`src/rtl/handshake_fifo_buffer_194.sv`:
```
// ---------------------------------------------------------------------------
// handshake_fifo_buffer_194
//
// Elastic FIFO buffer placed downstream of constant/operator stages. It
// captures every accepted (ins, ins_valid) token and replays the tokens in
// order on (outs, outs_valid). The buffer has one cycle of latency. The valid
// and ready paths are registered, so outs_valid and ins_ready come only from
// internal state. With SLOTS >= 2 the buffer passes one token per cycle.
//
// Parameters:
//   DATA_WIDTH - token width in bits (>= 1)
//   SLOTS      - buffer depth in tokens (>= 1, any value)
//
// Ports:
//   clk        in   clock, rising edge
//   rst        in   asynchronous, active-high reset
//   ins        in   input token data
//   ins_valid  in   producer offers a token
//   ins_ready  out  buffer can accept a token (count != SLOTS)
//   outs       out  head token data (don't-care while outs_valid = 0)
//   outs_valid out  head token available (count != 0)
//   outs_ready in   consumer accepts the head token
// ---------------------------------------------------------------------------
module handshake_fifo_buffer_194 #(
    parameter int DATA_WIDTH = 32,
    parameter int SLOTS      = 4
) (
    input  logic                  clk,
    input  logic                  rst,
    input  logic [DATA_WIDTH-1:0] ins,
    input  logic                  ins_valid,
    output logic                  ins_ready,
    output logic [DATA_WIDTH-1:0] outs,
    output logic                  outs_valid,
    input  logic                  outs_ready
);

    localparam int PTR_W = (SLOTS > 1) ? $clog2(SLOTS) : 1;
    localparam int CNT_W = $clog2(SLOTS + 1);

    localparam logic [PTR_W-1:0] LAST_IDX = PTR_W'(SLOTS - 1);
    localparam logic [CNT_W-1:0] FULL_CNT = CNT_W'(SLOTS);

    logic [DATA_WIDTH-1:0] mem [SLOTS];
    logic [PTR_W-1:0]      head;
    logic [PTR_W-1:0]      tail;
    logic [CNT_W-1:0]      count;
    logic [CNT_W-1:0]      count_next;

    logic push;
    logic pop;

    // Both handshake flags depend only on count. This keeps the ready path
    // from combinationally following outs_ready. When the buffer is full, a
    // pop frees the slot and ins_ready rises on the following cycle.
    assign ins_ready  = (count != FULL_CNT);
    assign outs_valid = (count != '0);

    assign push = ins_valid & ins_ready;
    assign pop  = outs_valid & outs_ready;

    // NOTE: every variable in an always_comb gets a default first, so no
    // path through the block leaves it unassigned and infers a latch.
    always_comb begin
        count_next = count;
        unique case ({push, pop})
            2'b10:   count_next = count + 1'b1;
            2'b01:   count_next = count - 1'b1;
            default: count_next = count;
        endcase
    end

    // NOTE: sequential state uses non-blocking assignments, so every register
    // samples the values from before the edge, whatever the statement order.
    always_ff @(posedge clk or posedge rst) begin
        if (rst) begin
            head  <= '0;
            tail  <= '0;
            count <= '0;
        end else begin
            if (push) begin
                tail <= (tail == LAST_IDX) ? '0 : tail + 1'b1;
            end
            if (pop) begin
                head <= (head == LAST_IDX) ? '0 : head + 1'b1;
            end
            count <= count_next;
        end
    end

    // NOTE: the storage array is not reset. Reset clears only the pointers
    // and count, so stale contents are never visible as valid tokens.
    // A one-slot buffer always uses entry 0. This avoids a pointer-indexed
    // select into a single-entry array.
    if (SLOTS == 1) begin : g_single
        always_ff @(posedge clk) begin
            if (push) begin
                mem[0] <= ins;
            end
        end
        assign outs = mem[0];
    end else begin : g_multi
        always_ff @(posedge clk) begin
            if (push) begin
                mem[tail] <= ins;
            end
        end
        assign outs = mem[head];
    end

endmodule

```
`config.mk`:
```
export PLATFORM = sky130hd
export DESIGN_NAME = handshake_fifo_buffer_194
export DESIGN_NICKNAME = d
export VERILOG_FILES = /design/src/rtl/handshake_fifo_buffer_194.sv
export SDC_FILE = /design/constraint.sdc
export NUM_CORES = 1
export LEC_CHECK = 0
export BUFFER_PORTS_ARGS = -buffer_cell sky130_fd_sc_hd__buf_4
export CORE_MARGIN = 2
export CORE_UTILIZATION = 30
export DETAILED_ROUTE_END_ITERATION = 6
export PLACE_DENSITY = 0.44
export SYNTH_ARGS = -nofsm -noshare
export SYNTH_HDL_FRONTEND = slang
export SYNTH_SLANG_ARGS = --single-unit
export TNS_END_PERCENT = 30
```
`constraint.sdc`:
```
create_clock -name clk -period 4.1 [get_ports clk]
set_input_delay 0.41 -clock clk [delete_from_list [all_inputs] [get_ports clk]]
set_output_delay 0.41 -clock clk [all_outputs]
set_load 0.05 [all_outputs]
```
======== Word-level counts from Yosys, hierarchy flattened ========
Memories as Yosys holds them, arrays and structs flattened.
Index checks and enable logic that the tools add are counted.
storage, ports and cells
  register bits ........................... 7
  RAM bits ................................ 128
  input bits .............................. 36
  logic and storage cells ................. 22
  memories kept ........................... 1
memories
  memory  depth  width  rd ports  clocked after Yosys merged registers in  wr ports  line  source
  mem     4      32     1         0                                        1         44    logic [DATA_WIDTH-1:0] mem [SLOTS];
cells by class
  $add $sub $neg .......................... 4
  eq/ne operators ......................... 5
  muxes and demuxes ....................... 5
  bitwise operators ....................... 2
  reduce and logical (&&, ||, !) cells .... 2
operators with widths
  operator                                              number
  equality test 2 bit (second input constant)           3
  one-hot mux 3 bit (2 select lines)                    1
  adder 2 x 1 -> 2 bit (second input constant)          2
  2-to-1 mux 2 bit                                      2
  adder 3 x 1 -> 3 bit (second input constant)          1
  inequality test 3 bit (second input constant)         1
  nonzero test 3 bit                                    1
  subtractor 3 x 1 -> 3 bit (second input constant)     1
  bitwise AND 1 bit                                     2
  equality test 2 x 1 -> 1 bit (second input constant)  1
  2-to-1 mux 1 bit                                      2
  nonzero test 2 bit                                    1

======== Depth between registers and ports, before layout ========
  depth after elaboration ................. 4
  mapped depth ............................ 9
  gate-level depth less buffers ........... 9

======== Worst setup path before layout ========
No wires, ideal clock.
  path type ............................... register to register
  start ................................... register count[0]
  end ..................................... register count[2]
  setup time .............................. 0.079 ns
  data arrival time ....................... 2.111 ns
  slack ................................... 1.910 ns
  cell stages (with the launch flop) ...... 10
  buffers on the path ..................... 0
  clock period less this slack ............ 2.190 ns
  cell sequence ........................... dfrtp_1 > or3b_4 > and2_4 > inv_1 > ha_1 > inv_1 > fa_1 > xor2_1 > nor2_1 > xor2_1
between the ends
  word-level cells in the longest chain between the ends .. 4
  elaborated cells on any way between the ends .. 10
  classes of those cells .................. 2 x add/sub; 3 x eq/ne; 1 x mux; 2 x bitwise; 2 x reduce/logical
ends and longest elaborated chain
  element                                                                   line  source
  start, declared                                                           47    logic [CNT_W-1:0] count;
  start signal, assigned                                                    87    count <= count_next;
  inequality test 3 bit (*)                                                 56    assign ins_ready = (count != FULL_CNT);
  via ins_ready                                                             32    output logic ins_ready,
  bitwise AND 1 bit (*)                                                     59    assign push = ins_valid & ins_ready;
  equality test 2 x 1 -> 1 bit or equality test 2 bit (tied branches)       66    unique case ({push, pop})
  one-hot mux 3 bit (2 select lines) or nonzero test 2 bit (tied branches)  -
Mark *: on every way through the listed nets, which the timed path passes. The rest lies on a longest branch.
A chain may end at the register's enable or synchronous reset.

======== Final worst setup path ========
  start ................................... register head[0]
  end ..................................... output port outs[28]
between the ends
  word-level cells in the longest chain between the ends .. 1
ends and longest elaborated chain
  element                 line  source
  start, declared         45    logic [PTR_W-1:0] head;
  start signal, assigned  85    head <= (head == LAST_IDX) ? '0 : head + 1'b1;
  memory (4 x 32 bit)     -
  end, declared           33    output logic [DATA_WIDTH-1:0] outs,
No other way between the ends.

==> results.ini <==
[sta]
hold_slack_ns = 0.1936
grt_setup_unrepaired = false
period_needed_ns = 2.775
final.period_utilization_pct = 67.67
fin_ws_ns = 1.325
hold_viol = 0
fin_tns_setup_ns = 0
maxSlewViolCount = 0
timing.fmax_mhz = 360.4
tightest_slew_ns = 0.9241
max_slew_margin_pct = 38.39
setup_violations = 0
clock_skew_ns = 0.008744

[outcome]
status = completed

[clock_network]
cts_buffer_depth = 2
cts_tree = done
cts-root-buf = clkbuf_16
htreeDepth = 4
clkLatencyLatePin_ns = 0.42
clock_sink_count = 135
numCtsBuffers = 17
cts.clk_slew.worst_paths_ns = 0.05

[global_routing]
grt_pass1_wl_mm = 14.59
grt_max_degree = 35
first_global_vias = 2475
antenna_found_initial = 0
grt_usage_pct = 11.51
grt_overflow = 0

[layout]
syn_to_final_growth_pct = 26.52
nNetsFinal = 335
final_core_util_pct = 38.83
layout_common_cells = 128 x edfxtp_1, 71 x buf_4, 32 x mux4_2
final_cell_area_sq_um = 6416
fin_cells = 525
drive_gt1_share_pct = 46.23
antennaDiodeCount = 0
final_common_cell = edfxtp_1

[place]
placed_cells = 492
io_buffers = 69
dp_slack_ns = 1.675
globalplace.congestion = 0.7080
dpl.hpwl_mm = 5.415
placed_area_sq_um = 5837

[job]
maxCapViolCount = 0

[pwr]
fin_total_pwr_mw = 5.479
ir_worst_vdd_mv = 0.3557
power.density_nw_per_um2 = 853.9
leakage_nw = 2.250

[drt]
drcViolationCount = 0
drt_iter0_markers = 90
ant_nets = 0
firstDrtPassIters = 4
via_count = 2298
routed_via_density = 4.377
wl_per_cell_um = 17.97
drt-total-wl_mm = 9.433

[synth]
syn_area_sq_um = 5071
synth_area_leaders = edfxtp_1 76%, mux4_2 14%, dfrtp_1 3.5%, ha_1 1.5%, and3_2 0.59%
syn-num-nets = 252
synthCells = 209
synth_top_cell_by_area = edfxtp_1
ys_warn_count = 0
synth-seq-cells = 135
syn_avg_cell_area_sq_um = 24.26
ys_types = 20
yosysSeqAreaShare_pct = 79.25
synth.top_cell.area_share_pct = 75.80

[worst_setup_path]
path_max_fanout = 24
slowest_stage = dfrtp_2
cp_common_cell = buf_4
crit_required_ns = 3.69
arrival_ns = 2.36
cp-start-kind = flip-flop
cp_top_family = flip-flops
critPathMaxStageDelay_ns = 0.88
path_cells = buf_4, mux4_2, buf_4
path_class = flip-flop to output port
cp.buffers_inverters = 2
end_kind = output port

[die]
fp.dieArea_sq_um = 17960
die_w_um = 134.0
rows = 47
die_h_um = 134.0
coreArea_sq_um = 16520
start_util_pct = 30.69
io_pins = 70

[hold_path]
min_path_type = input pin to flip-flop

## worst reg2reg max path, stage by stage, from the launching register on
cell     delay [ns]
dfrtp_1        0.42
or3b_4         0.45
and2_4         0.19
inv_1          0.06
ha_1           0.17
inv_1          0.06
fa_1           0.37
xor2_1         0.15
nor2_1         0.12
xor2_1         0.15
## registers in the layout, indices dropped and copies added (netlist names)
signal and count:
mem 128, count 3, tail 2, head 2
## cells by family (layout without fill, tap and decap cells)
kind of cell	after synthesis	count (layout)	share of synthesized area, %
buffers and inverters	16	112	1.480
flip-flops	135	135	79.25
multiplexers	37	37	15.45
adder cells (fa/ha/maj)	7	7	1.875
XOR/XNOR	3	3	0.5182
AND/OR/NAND/NOR	11	11	1.431
## final timing paths
check / cells past startpoint / slack, ns / to / startpoint
max: 3 / 1.33 / outs[28] / head[0]
min: 1 / 0.19 / mem[2][27] / ins[27]
max reg2reg: 9 / 1.88 / count[2] / count[0]
min reg2reg: 1 / 0.48 / count[2] / count[2]
max in group asynchronous: 3 / 3.37 / head[0] / rst
min in group asynchronous: 3 / 0.49 / count[2] / rst
## per-layer routing
layer / up-vias / wire, um / global-route usage (%)
met4: 0 / 171 / 5.614
li1: 1035 / - / -
met5: - / 0 / 0
met2: 66 / 4445 / 17.15
met1: 1183 / 4177 / 14.36
met3: 14 / 639 / 5.102
## cells in the mapped netlist (all sizes together)
library cell / number
edfxtp: 128
mux2: 4
mux4: 32
or3: 1
or3b: 1
dfrtp: 7
mux2i: 1
nor2: 3
fa: 1
inv: 8
ha: 6
xor2: 2
xnor2: 1
buf: 6
nand2: 1
clkbuf: 2
and3: 4
and2: 1
## report_power, final
part / switching (mW) / internal (mW)
Sequential: 0.215 / 1.84
Clock: 0.518 / 0.938
Combinational: 1.24 / 0.736
Total: 1.97 / 3.51
## layout make-up
| class | instances | area, sq um |
|---|---|---|
| Clock buffer | 19 | 432.9 |
| Clock inverter | 13 | 136.4 |
| Fill cell | 1492 | 10110 |
| Inverter | 8 | 30.03 |
| Multi-Input combinational cell | 58 | 977.2 |
| Sequential cell | 135 | 4021 |
| Tap cell | 220 | 275.3 |
| Timing Repair Buffer | 72 | 543.0 |
## timing repair
item / CTS / global route
gates resized for setup: 0 / 0
endpoints found under the hold margin: 7 / 0
hold buffers: 1 / 0
buffers inserted: 0 / 0
(Power assumes the default switching activity.)
